===== src/rtl/fetch_unit_pkg.sv =====
// fetch_unit_pkg: shared definitions for the LittleChip fetch stage.
//   fetch_state_e    - fetch FSM state encoding (boot, run, squash)
//   DEFAULT_RESET_PC - first fetch address after reset (also used by boot logic)
//   DEFAULT_NOP_INST - canonical NOP, addi x0,x0,0, shown to decode on bubbles
package fetch_unit_pkg;

    typedef enum logic [1:0] {
        S_BOOT   = 2'd0,
        S_RUN    = 2'd1,
        S_SQUASH = 2'd2
    } fetch_state_e;

    localparam logic [31:0] DEFAULT_RESET_PC = 32'h0000_0000;
    localparam logic [31:0] DEFAULT_NOP_INST = 32'h0000_0013;

endpackage


===== src/rtl/fetch_unit.sv =====
// fetch_unit: instruction-fetch stage. Owns the PC, drives a synchronous-read
// instruction memory and presents {inst, pc, valid} to decode.
// Ports:
//   clk, rst        - clock, synchronous active-high reset
//   imem_en         - IMEM read enable (= !rst)
//   imem_addr       - byte address issued this cycle (combinational)
//   imem_dout       - IMEM data, valid one cycle after imem_addr
//   stall           - decode cannot accept; hold current instruction
//   redirect_valid  - taken branch/jump from decode
//   redirect_pc     - redirect target (low two bits ignored)
//   id_inst, id_pc  - instruction and its PC to decode (NOP when invalid)
//   id_valid        - id_inst/id_pc are a real on-path instruction
module fetch_unit
    import fetch_unit_pkg::*;
#(
    parameter int unsigned           PC_WIDTH   = 32,
    parameter int unsigned           INST_WIDTH = 32,
    parameter logic [PC_WIDTH-1:0]   RESET_PC   = PC_WIDTH'(DEFAULT_RESET_PC),
    parameter logic [INST_WIDTH-1:0] NOP_INST   = INST_WIDTH'(DEFAULT_NOP_INST)
) (
    input  logic                  clk,
    input  logic                  rst,
    output logic                  imem_en,
    output logic [PC_WIDTH-1:0]   imem_addr,
    input  logic [INST_WIDTH-1:0] imem_dout,
    input  logic                  stall,
    input  logic                  redirect_valid,
    input  logic [PC_WIDTH-1:0]   redirect_pc,
    output logic [INST_WIDTH-1:0] id_inst,
    output logic [PC_WIDTH-1:0]   id_pc,
    output logic                  id_valid
);

    fetch_state_e        state_q, state_d;
    logic [PC_WIDTH-1:0] fetch_pc_q, fetch_pc_d;
    logic [PC_WIDTH-1:0] redir_q, redir_d;
    logic [PC_WIDTH-1:0] pc_plus4;

    always_comb begin
        state_d    = state_q;
        fetch_pc_d = fetch_pc_q;
        redir_d    = redir_q;
        pc_plus4   = fetch_pc_q + PC_WIDTH'(4);

        imem_en    = !rst;
        imem_addr  = RESET_PC;
        id_valid   = 1'b0;
        id_inst    = NOP_INST;
        id_pc      = fetch_pc_q;

        unique case (state_q)
            S_BOOT: begin
                imem_addr  = RESET_PC;
                fetch_pc_d = RESET_PC;
                state_d    = S_RUN;
            end
            S_RUN: begin
                id_valid = 1'b1;
                id_inst  = imem_dout;
                if (stall) begin
                    // Re-issue the current word so it reappears unchanged.
                    imem_addr = fetch_pc_q;
                end else if (redirect_valid) begin
                    // Sequential fetch still goes out; it is dropped in S_SQUASH.
                    imem_addr = pc_plus4;
                    redir_d   = {redirect_pc[PC_WIDTH-1:2], 2'b00};
                    state_d   = S_SQUASH;
                end else begin
                    imem_addr  = pc_plus4;
                    fetch_pc_d = pc_plus4;
                end
            end
            S_SQUASH: begin
                imem_addr  = redir_q;
                fetch_pc_d = redir_q;
                state_d    = S_RUN;
            end
            default: begin
                state_d = S_BOOT;
            end
        endcase

        // Outputs sit at their reset values for every cycle rst is high,
        // including the first one, before the state register has reset.
        if (rst) begin
            imem_addr = RESET_PC;
            id_valid  = 1'b0;
            id_inst   = NOP_INST;
            id_pc     = RESET_PC;
        end
    end

    always_ff @(posedge clk) begin
        if (rst) begin
            state_q    <= S_BOOT;
            fetch_pc_q <= RESET_PC;
            redir_q    <= RESET_PC;
        end else begin
            state_q    <= state_d;
            fetch_pc_q <= fetch_pc_d;
            redir_q    <= redir_d;
        end
    end

endmodule


===== config.mk =====
export PLATFORM = sky130hd
export DESIGN_NAME = fetch_unit
export DESIGN_NICKNAME = d
export VERILOG_FILES = /design/src/rtl/fetch_unit_pkg.sv /design/src/rtl/fetch_unit.sv
export SDC_FILE = /design/constraint.sdc
export NUM_CORES = 1
export LEC_CHECK = 0
export BUFFER_PORTS_ARGS = -buffer_cell sky130_fd_sc_hd__buf_4
export CORE_MARGIN = 5
export CORE_UTILIZATION = 27
export CTS_BUF_LIST = sky130_fd_sc_hd__clkbuf_16
export CTS_CLUSTER_DIAMETER = 150
export CTS_CLUSTER_SIZE = 24
export DETAILED_ROUTE_END_ITERATION = 8
export PLACE_DENSITY = 0.47
export SYNTH_ARGS = -nofsm -noshare
export SYNTH_HDL_FRONTEND = slang
export SYNTH_SLANG_ARGS = --single-unit

===== constraint.sdc =====
create_clock -name clk -period 2.6 [get_ports clk]
set_clock_uncertainty 0.2 [all_clocks]
set_input_delay 0.39 -clock clk [delete_from_list [all_inputs] [get_ports clk]]
set_output_delay 0.39 -clock clk [all_outputs]
set_load 0.02 [all_outputs]

## After elaboration in Yosys (flattened, before gate mapping)

Cells that the tools add are included.

| word-level totals | value |
|---|---|
| bits of input ports | 68 |
| register bits after elaboration | 64 |

| cells by class | value |
|---|---|
| mux-type cells | 14 |
| add/subtract/negate cells | 1 |
| reduce and logical (&&, ||, !) cells | 7 |
| equal/unequal tests | 5 |
| bitwise gates (word level) | 1 |

Operators with widths:

| kind | number |
|---|---|
| 2-to-1 mux 32 bit | 7 |
| one-hot mux 32 bit (3 select lines) | 1 |
| one-hot mux 32 bit (2 select lines) | 1 |
| adder 32 x 3 -> 32 bit (second input constant) | 1 |
| != test 2 bit (second input constant) | 3 |
| AND reduction 3 bit | 2 |
| 2-to-1 mux 2 bit | 2 |
| one-hot mux 2 bit (2 select lines) | 1 |
| nonzero test 3 bit | 1 |
| equality test 2 x 1 -> 1 bit (second input constant) | 1 |
| equality test 2 bit (second input constant) | 1 |
| zero test 2 bit | 1 |
| 2-to-1 mux 1 bit | 2 |
| AND reduction 2 bit | 1 |
| OR reduction 2 bit | 1 |
| zero test 1 bit | 1 |
| NOT 1 bit | 1 |

## Logic depth before layout (Yosys ltp)

Gate-level depths: netlist of run 1.

| logic depth | value |
|---|---|
| depth after elaboration | 4 |
| mapped depth | 10 |
| depth with buffers taken out | 7 |

## Worst setup path before layout of run 1

Ideal clock, no wire load.

| path | value |
|---|---|
| path kind | register -> output |
| start | reg fetch_pc_q[2] |
| end | out imem_addr[24] |
| path buffers | 0 |
| stages on the path, launching flop included | 7 |
| slack | 0.037 ns |
| required time | 2.010 ns |
| arrival | 1.973 ns |
| cells stage by stage | dfxtp_1 -> ha_1 -> nand3_1 -> nor4_4 -> nand4b_1 -> xor2_1 -> o21ai_0 |

| between the ends | value |
|---|---|
| cells in the longest elaborated chain, start to end | 4 |

Ends and longest elaborated chain:

| element | RTL line | text |
|---|---|---|
| from (decl) | fetch_unit.sv:35 | `logic [PC_WIDTH-1:0] fetch_pc_q, fetch_pc_d;` |
| from (signal assigned) | fetch_unit.sv:100 | `fetch_pc_q <= fetch_pc_d;` |
| adder 32 x 3 -> 32 bit | fetch_unit.sv:43 | `pc_plus4 = fetch_pc_q + PC_WIDTH'(4);` |
| 2-to-1 mux 32 bit | fetch_unit.sv:60 | `if (stall) begin` |
| one-hot mux 32 bit (2 select lines) | fetch_unit.sv:51 | `unique case (state_q)` |
| 2-to-1 mux 32 bit | fetch_unit.sv:85 | `if (rst) begin` |
| to (decl) | fetch_unit.sv:24 | `output logic [PC_WIDTH-1:0] imem_addr,` |

Every way passes these cells.

## Worst setup path in the final report of run 1

| path | value |
|---|---|
| start | reg fetch_pc_q[9] |
| end | out imem_addr[21] |

The elaborated chain is that of the path after synthesis.

==> impl_metrics.csv, run 1 <==
group,metric,value,unit
yosys,yosys_warnings,0,
die,dieArea,18400,um2
yosys,synthDominantCellAreaShare,29.1,%
cells_and_area,finalInstanceArea,6600,um2
placed_design,placed_cell_area,5880,um2
routing,postRouteAntennaNets,0,
worst_setup_path,worst-r2r-setup-slack,0.14,ns
worst_setup_path,cp-start-kind,"flop",
cells_and_area,n_fill_cell,1676,
timing,final-hold-violation-count,0,
worst_setup_path,max_stage_delay,0.35,ns
global_route,grt_pass1_wl,25.3,mm
cells_and_area,finalNonFillerCells,992,
worst_setup_path,cp_max_fo,10,
die,core,15700,um2
cts,cts_hold_buf,0,
die,rows,46,
cts,clk_pin_slew,0.05,ns
cts,cts_root_buf,"clkbuf_16",
yosys,netlist_area,4270,um2
placed_design,io_buffers,159,
worst_setup_path,cp_cell_sequence,"and4_4, nand3_4, nor4_2, xnor2_1, o21ai_2, buf_4",
yosys,synth.most_common_cell,"nand2_1",
yosys,yosys-top-cells-count,"114 x nand2_1, 62 x dfxtp_1, 40 x o21ai_0",
die,fp.dieH,136,um
routing,drt-wirelength-per-cell,16.5,um
worst_setup_path,rr_startpoint,"state_q[0]",
cts,cts_tree,"built",
yosys,yosysTopAreaCell,"dfxtp_1",
timing,finalMaxSlewViolations,0,
timing,fin_crit_sh,98.0,%
cells_and_area,final_nets,844,
routing,vias,4794,
yosys,yosysSeqAreaShare,29.1,%
power,powerDensity,430,nW/um2
die,pin_count,166,
global_route,grt_start_max_net_pins,38,
global_route,grt-ovfl-total,0,
routing,drtIter0Drc,170,
yosys,yosys-top-cells-area,"dfxtp_1 29%, nand2_1 10%, xnor2_1 5.7%, and2_1 4.7%, o21ai_0 4.7%",
worst_setup_path,reg2reg_to,"fetch_pc_q[22]",
routing,drc,0,
cells_and_area,diodes,0,
yosys,netlist_instances,583,
timing,holdWs,0.0991,ns
placed_design,preCtsSetupSlack,0.0257,ns
placed_design,dp_cells,961,
cts,cts_buffer_depth,2,
timing,fin_crit,2.55,ns
timing,relSlewSlack,27.3,%
yosys,ys_types,58,
global_route,antenna_found_initial,0,
yosys,synth_edf_count,0,
yosys,synth-seq-cells,62,
run_status,status,"finished clean",
worst_setup_path,worstSetupPathType,"flop to output port",
global_route,track_usage,17.3,%
cts,clkSinkCount,62,
worst_setup_path,cp.arrival,1.96,ns
cells_and_area,drive_gt1_share,39.4,%
worst_setup_path,cp-endpoint,"imem_addr[21]",
power,peakVddDrop,0.284,mV
die,initial_core_util,27.2,%
worst_setup_path,rr_worst_depth,8,
flow_run,drv_cap,0,
min_path,worstHoldPathType,"primary input to flop",
cells_and_area,area_growth,54.6,%
yosys,ys.flop_type,"dfxtp_1",
global_route,first_global_vias,4804,
worst_setup_path,worstPathRequired,2.01,ns
timing,layout_setup_ws,0.0522,ns
worst_setup_path,end_kind,"output port",
cts,clkLatencyLatePin,0.34,ns
timing,worstMarginPinSlew,1.08,ns
cts,cts_buffers,9,
routing,first_pass_iters,4,
die,die_w,136,um
routing,vias_per_cell,4.83,
placed_design,post-dp-hpwl,11.9,mm
placed_design,gp_congestion,0.805,
worst_setup_path,startpoint,"fetch_pc_q[9]",
cts,htree_num_levels,3,
power,p_leak,2.65,nW
routing,routed_wl,16.4,mm
timing,grt_setup_unrepaired,"yes",
yosys,syn_avg_cell_area,7.32,um2
timing,fmax,393,MHz
timing,setup_viol,0,
worst_setup_path,cp_slowest_cell,"nor4_2",
yosys,async_flop_share,0,%
## critical path, delay by kind of cell (launching register included)
family / cells / cell delay [ns]
AOI/OAI and AO/OA: 1 / 0.08
and+or+nand+nor: 3 / 0.85
buffers and inverters: 1 / 0.16
xor gates and xnor gates: 1 / 0.20
DFF: 1 / 0.33
## cells in the final DEF (no fill, tap or decap), types with 12 or more instances in the layout
cell     instances
buf_4          212
dfxtp_2         15
buf_6           12
nand2_1        110
dfxtp_1         45
and2_1          32
xor2_1          17
xnor2_1         27
nand3_1         15
a21oi_1         30
nor2b_1         28
a22oi_1         17
nor2_1          22
o21ai_0         29
## worst min-delay path by stage
stage / from / to / slack (ns) / cells past startpoint
detailed placement: redir_q[25] / redir_q[25] / 0.25 / 2
CTS: redirect_pc[14] / redir_q[14] / 0.09 / 3
global placement: redir_q[19] / redir_q[19] / 0.25 / 2
global route: redirect_pc[30] / redir_q[30] / 0.10 / 3
finish: redirect_pc[19] / redir_q[19] / 0.1 / 3
floorplan: redir_q[11] / redir_q[11] / 0.24 / 2
## power by group
group | total (W) | leakage (nW) | switching, W | internal (W)
Clock | 0.00137 | 0.173 | 0.000444 | 0.000924
Combinational | 0.000480 | 1.97 | 0.000270 | 0.000210
Sequential | 0.000989 | 0.510 | 0.0000176 | 0.000972
Total | 0.00284 | 2.65 | 0.000732 | 0.00210
## registers in the layout (all words and copies together) (netlist names)
signal	cells
fetch_pc_q	30
redir_q	30
state_q	2
## cells by family after synthesis
kind of cell               share of synthesized area (%)
muxes                                              0.264
and+or+nand+nor                                     34.8
AOI/OAI and AO/OA                                   18.5
buffers and inverters                               6.59
adders and majority gates                           1.46
other                                             0.0878
xor gates and xnor gates                            9.23
DFF                                                 29.1
## per-stage QoR
step	utilization [%]	TNS [ns]	power, W
3_5_place_dp	37.5	0	0.00146
2_1_floorplan	-	0	0.00125
3_3_place_gp	37.5	0	0.00146
4_1_cts	40.9	-0.0386	0.00286
6_report	42.0	0	0.00284
5_1_grt	42.0	-0.251	0.00295
## layout make-up
cell class / instances / area, um2 / area share, %
Clock buffer: 9 / 225 / 3.41
Clock inverter: 7 / 106 / 1.61
Inverter: 8 / 30.0 / 0.455
Multi-Input combinational cell: 465 / 2970 / 45.0
Sequential cell: 62 / 1270 / 19.2
Tap cell: 216 / 270 / 4.09
Timing Repair Buffer: 225 / 1730 / 26.2
## layer usage
metal | GRT usage, % | up-vias | part of all wire (%)
li1 | - | 2382 | -
met1 | 21.8 | 2270 | 43
met2 | 30.1 | 132 | 51
met3 | 4.09 | 10 | 5.5
met4 | 3.58 | 0 | 1.0
met5 | 0 | - | 0
## repair_timing
item	in CTS	in global routing
cloned	3	1
pin swaps	10	11
setup endpoints to repair	25	54
resized for setup	45	45
setup buffers	6	5
No activity file was read; power rests on OpenSTA's default activity.
==> run 2: changes to the inputs <==
--- a/config.mk
+++ b/config.mk
@@ -13,6 +13,7 @@
 export CTS_CLUSTER_SIZE = 24
 export DETAILED_ROUTE_END_ITERATION = 8
 export PLACE_DENSITY = 0.47
+export REMOVE_ABC_BUFFERS = 1
 export SYNTH_ARGS = -nofsm -noshare
 export SYNTH_HDL_FRONTEND = slang
 export SYNTH_SLANG_ARGS = --single-unit
==> run 2 against run 1 <==
- clock power down 23%
- final area decreased by 1.4%
- register-to-register slack improved by 0.05 ns
- critical path type unchanged
- largest power group unchanged
==> impl_metrics.csv, run 2 (synthesis gave the netlist of run 1 again) <==
group,metric,value,unit
routing,routed_wl,16.3,mm
timing,setup_viol,0,
global_route,grt-ovfl-total,0,
timing,setup_tns,0,ns
timing,layout_setup_ws,0.0804,ns
worst_setup_path,cp_max_fo,11,
cells_and_area,finalNonFillerCells,991,
cells_and_area,diodes,0,
die,fp.dieH,136,um
power,combPwrFrac,19.7,%
placed_design,gp_congestion,0.863,
timing,worstMarginPinSlew,0.555,ns
worst_setup_path,worstSetupPathType,"flop to output port",
cts,htree_num_levels,3,
worst_setup_path,cp-start-kind,"flop",
worst_setup_path,cp.arrival,1.93,ns
cts,clk_pin_slew,0.06,ns
global_route,antenna_found_initial,0,
placed_design,placed_cell_area,5890,um2
timing,grt_setup_unrepaired,"yes",
die,rows,46,
timing,finalMaxSlewViolations,0,
global_route,first_global_vias,4908,
routing,drt-wirelength-per-cell,16.5,um
cts,cts_tree,"built",
cells_and_area,final_common_cell,"buf_4",
timing,relSlewSlack,62.8,%
die,die_w,136,um
global_route,grt_pass1_wl,25.8,mm
cells_and_area,area_growth,52.4,%
power,powerDensity,391,nW/um2
placed_design,post-dp-hpwl,11.6,mm
timing,final-hold-violation-count,0,
power,p_clk_share,41.4,%
power,p_leak,2.59,nW
timing,fin_crit,2.52,ns
die,initial_core_util,27.2,%
cts,clkLatencyLatePin,0.34,ns
global_route,track_usage,17.7,%
die,dieArea,18400,um2
cts,cts_buffer_depth,2,
timing,fin_crit_sh,96.9,%
power,seq_power_share,38.8,%
cts,clkSinkCount,62,
worst_setup_path,worstPathRequired,2.01,ns
cts,cts_buffers,9,
routing,drtIter0Drc,267,
routing,drc,0,
cells_and_area,seq_area,1280,um2
worst_setup_path,end_kind,"output port",
global_route,grt_start_max_net_pins,30,
power,netSwitchingFraction,28.9,%
routing,first_pass_iters,5,
cells_and_area,top_regs,"fetch_pc_q (30), redir_q (30), state_q (2)",
die,core,15700,um2
flow_run,drv_cap,0,
die,pin_count,166,
power,p_int,0.00181,W
cells_and_area,postLayoutCoreUtil,41.4,%
cells_and_area,final_nets,844,
cts,cts_root_buf,"clkbuf_16",
min_path,worstHoldPathType,"primary input to flop",
placed_design,io_buffers,159,
cts,cts_hold_buf,0,
placed_design,preCtsSetupSlack,0.106,ns
power,peakVddDrop,0.274,mV
placed_design,dp_cells,961,
cells_and_area,drive_gt1_share,38.1,%
timing,fmax,397,MHz
routing,vias,4751,
power,p_sw,0.000734,W
routing,postRouteAntennaNets,0,
run_status,status,"finished clean",
routing,vias_per_cell,4.79,
cells_and_area,finalInstanceArea,6510,um2
cells_and_area,layout_common_cells,"214 x buf_4, 113 x nand2_1, 45 x dfxtp_1",
cells_and_area,n_fill_cell,1655,
cells_and_area,multi_input_area,2960,um2
==> run 2: cell types whose count changed in the layout (fill, tap and decap cells not counted), moves of 3 or more <==
cell	before	now
o21ai_2	7	3
dfxtp_2	15	10
bufinv_16	3	0
dfxtp_4	2	7
o21ai_0	29	33
buf_6	12	8
nand2_1	110	113
==> run 2: per-stage QoR <==
step	hold slack, ns	power [W]
after floorplan	0.231	0.00120
after global placement	0.250	0.00147
after detailed placement	0.252	0.00147
after CTS	0.0848	0.00257
after global routing	0.102	0.00266
final	0.0952	0.00254
==> run 2: final timing paths <==
kind                  start  cells past startpoint             end  slack (ns)
max          fetch_pc_q[12]                      6   imem_addr[18]        0.08
max reg2reg      state_q[1]                      8  fetch_pc_q[29]        0.19
min reg2reg     redir_q[19]                      2     redir_q[19]        0.25
min          redirect_pc[5]                      3      redir_q[5]         0.1
==> run 2: power by group through the flow <==
stage	Combinational (W)	Sequential (W)	Clock, W
6_report	0.000502	0.000988	0.00105
5_1_grt	0.000542	0.000990	0.00112
4_1_cts	0.000494	0.000993	0.00108
3_5_place_dp	0.000462	0.00101	0
3_3_place_gp	0.000458	0.00101	0
2_1_floorplan	0.000198	0.00101	0
==> run 2: metal layers <==
layer	track usage, %	part of all wire (%)
met3	3.71	6.5
met1	22.8	44
met2	29.7	48
met4	5.04	1.1
met5	0	0
==> run 2: area by class of cell <==
| cell class | count | share of cell area (%) |
|---|---|---|
| Clock inverter | 6 | 0.385 |
| Tap cell | 216 | 4.15 |
| Clock buffer | 9 | 3.46 |
| Sequential cell | 62 | 19.7 |
| Inverter | 8 | 0.461 |
| Timing Repair Buffer | 223 | 26.4 |
| Multi-Input combinational cell | 467 | 45.5 |
==> run 2: what timing repair did <==
| action | CTS | global route |
|---|---|---|
| endpoints found under the setup margin | 55 | 57 |
| pin swaps | 8 | 9 |
| cloned | 3 | 1 |
| gates resized for setup | 44 | 32 |
| setup buffers | 1 | 10 |
==> run 2: worst max-delay path, stage by stage (launching register included) <==
cell and delay [ns]:
dfxtp_1 0.33, and4_4 0.30, and3_4 0.30, nand4b_1 0.13, xor2_1 0.15, o21ai_0 0.20
buf_4 0.18
==> run 3: changes to the inputs <==
--- a/config.mk
+++ b/config.mk
@@ -5,6 +5,7 @@
 export SDC_FILE = /design/constraint.sdc
 export NUM_CORES = 1
 export LEC_CHECK = 0
+export ABC_CLOCK_PERIOD_IN_PS = 2900
 export BUFFER_PORTS_ARGS = -buffer_cell sky130_fd_sc_hd__buf_4
 export CORE_MARGIN = 5
 export CORE_UTILIZATION = 27
==> constraint.sdc (replaced) <==
create_clock -name clk -period 2.9 [get_ports clk]
set_clock_uncertainty 0.2 [all_clocks]
set_input_delay 0.435 -clock clk [delete_from_list [all_inputs] [get_ports clk]]
set_output_delay 0.435 -clock clk [all_outputs]
set_load 0.02 [all_outputs]
==> run 3 against run 2 <==
- power decreased by 3.3%
- highest routed layer unchanged
- die area unchanged
- final area decreased by 5.4%
- critical path depth increased by 2
- sequential share of layout area increased by 0.62 points
- largest power group unchanged
- global-route usage decreased by 1.1 points
- via count decreased by 2.5%
==> impl_metrics.csv, run 3 (synthesis gave the netlist of run 1 again) <==
group,metric,value,unit
power,powerDensity,400,nW/um2
die,initial_core_util,27.2,%
cts,htree_num_levels,3,
die,fp.dieH,136,um
global_route,grt_pass1_wl,24.3,mm
die,die_w,136,um
worst_setup_path,cp-start-kind,"flop",
cts,clkLatencyLatePin,0.35,ns
routing,vias_per_cell,4.82,
routing,drt-wirelength-per-cell,16.3,um
timing,holdWs,0.132,ns
cells_and_area,drive_gt1_share,32.4,%
timing,fin_crit_sh,96.3,%
cells_and_area,multi_input_area,2830,um2
global_route,grt_start_max_net_pins,35,
power,p_leak,2.41,nW
cts,cts_hold_buf,0,
power,combPwrFrac,16.3,%
die,rows,46,
power,p_int,0.00178,W
worst_setup_path,startpoint,"fetch_pc_q[2]",
placed_design,io_buffers,159,
routing,drc,0,
timing,fin_crit,2.79,ns
timing,layout_setup_ws,0.107,ns
placed_design,post-dp-hpwl,11.4,mm
cells_and_area,area_growth,44.2,%
timing,grt_setup_unrepaired,"no",
routing,postRouteAntennaNets,0,
worst_setup_path,reg2reg_to,"fetch_pc_q[24]",
worst_setup_path,rr_startpoint,"state_q[1]",
die,core,15700,um2
cts,cts_buffers,9,
cells_and_area,top_regs,"fetch_pc_q (30), redir_q (30), state_q (2)",
worst_setup_path,max_stage_delay,0.33,ns
worst_setup_path,worstPathRequired,2.27,ns
cells_and_area,diodes,0,
worst_setup_path,end_kind,"output port",
power,peakVddDrop,0.289,mV
timing,fmax,358,MHz
placed_design,preCtsSetupSlack,0.272,ns
timing,finalMaxSlewViolations,0,
cells_and_area,final_common_cell,"buf_4",
min_path,hold_path_depth,3,
global_route,track_usage,16.5,%
routing,routed_wl,15.7,mm
timing,final-hold-violation-count,0,
worst_setup_path,rr_worst_depth,8,
cts,cts_tree,"built",
placed_design,gp_congestion,0.825,
global_route,grt-ovfl-total,0,
power,p_clk_share,47.6,%
run_status,status,"finished clean",
worst_setup_path,worst-r2r-setup-slack,0.51,ns
flow_run,drv_cap,0,
cells_and_area,final_nets,814,
die,dieArea,18400,um2
worst_setup_path,cp_slowest_cell,"dfxtp_1",
worst_setup_path,cp.arrival,2.16,ns
worst_setup_path,crit_path_frequent_cell,"buf_4",
cells_and_area,layout_common_cells,"195 x buf_4, 114 x nand2_1, 56 x dfxtp_1",
cts,cts_buffer_depth,2,
die,pin_count,166,
routing,first_pass_iters,4,
worst_setup_path,cp_max_fo,5,
cells_and_area,seq_area,1250,um2
global_route,antenna_found_initial,0,
cts,clk_pin_slew,0.06,ns
timing,setup_tns,0,ns
worst_setup_path,cp_cell_sequence,"ha_1, nand3_1, nor4_4, buf_4, nand4b_1, xor2_1, o21ai_0, buf_4",
cts,cts_root_buf,"clkbuf_16",
power,seq_power_share,36.1,%
power,netSwitchingFraction,27.5,%
cts,clkSinkCount,62,
global_route,first_global_vias,4691,
routing,drtIter0Drc,347,
cells_and_area,n_fill_cell,1693,
timing,setup_viol,0,
worst_setup_path,worstSetupPathType,"flop to output port",
min_path,min-delay-start,"redirect_pc[3]",
routing,vias,4633,
min_path,worstHoldPathType,"primary input to flop",
min_path,hold_end,"redir_q[3]",
power,p_sw,0.000676,W
## run 3: worst max-delay path by stage
stage | to | slack [ns] | depth (start not counted)
floorplan | id_inst[0] | -0.05 | 4
global placement | imem_addr[30] | 0.29 | 6
detailed placement | imem_addr[30] | 0.27 | 6
CTS | imem_addr[19] | 0.02 | 6
global route | imem_addr[25] | 0.008 | 6
finish | imem_addr[24] | 0.11 | 8
## run 3: worst max-delay path: cells and delay by family (launching register included)
family	cells	cell delay, ns
compound gates	1	0.18
xor+xnor	1	0.16
fa+ha+maj	1	0.16
buf+inv	2	0.37
flops	1	0.33
simple gates	3	0.60
## run 3: power by group through the flow
| stage | logic [W] | registers, W | clock network [W] |
|---|---|---|---|
| after floorplan | 0.000177 | 0.000902 | 0 |
| after global routing | 0.000439 | 0.000890 | 0.00124 |
| after CTS | 0.000405 | 0.000888 | 0.00120 |
| final | 0.000401 | 0.000888 | 0.00117 |
| after global placement | 0.000398 | 0.000906 | 0 |
| after detailed placement | 0.000404 | 0.000907 | 0 |
## run 3: repair_timing
action / CTS / global route
resized for setup: 5 / 16
buffers inserted: 2 / 0
gates cloned: 0 / 1
endpoints found under the setup margin: 8 / 15
pin swaps: 1 / 3
## run 3: routing by layer
layer  up-vias  routed length [um]  global-route usage (%)
li1       2318                   -                       -
met1      2171                6950                    21.1
met2       131                7690                    28.0
met3        13                 864                    4.01
met4         0                 173                    4.14
met5         -                   0                       0
## run 3: cell type report
cell class / instances / area share (%)
multi-input combinational: 465 / 45.9
timing repair buffer: 195 / 23.8
sequential: 62 / 20.3
tap: 216 / 4.39
clock buffer: 9 / 3.66
clock inverter: 7 / 1.46
inverter: 8 / 0.488
## run 3: through the flow
step           total power (W)  cells  cell area, um2  util (%)
5_1_grt                0.00256    962            6160      39.2
2_1_floorplan          0.00108    534            4030         -
4_1_cts                0.00250    961            6090      38.7
3_5_place_dp           0.00131    943            5750      36.6
6_report               0.00246    962            6160      39.2
3_3_place_gp           0.00130    943            5750      36.6
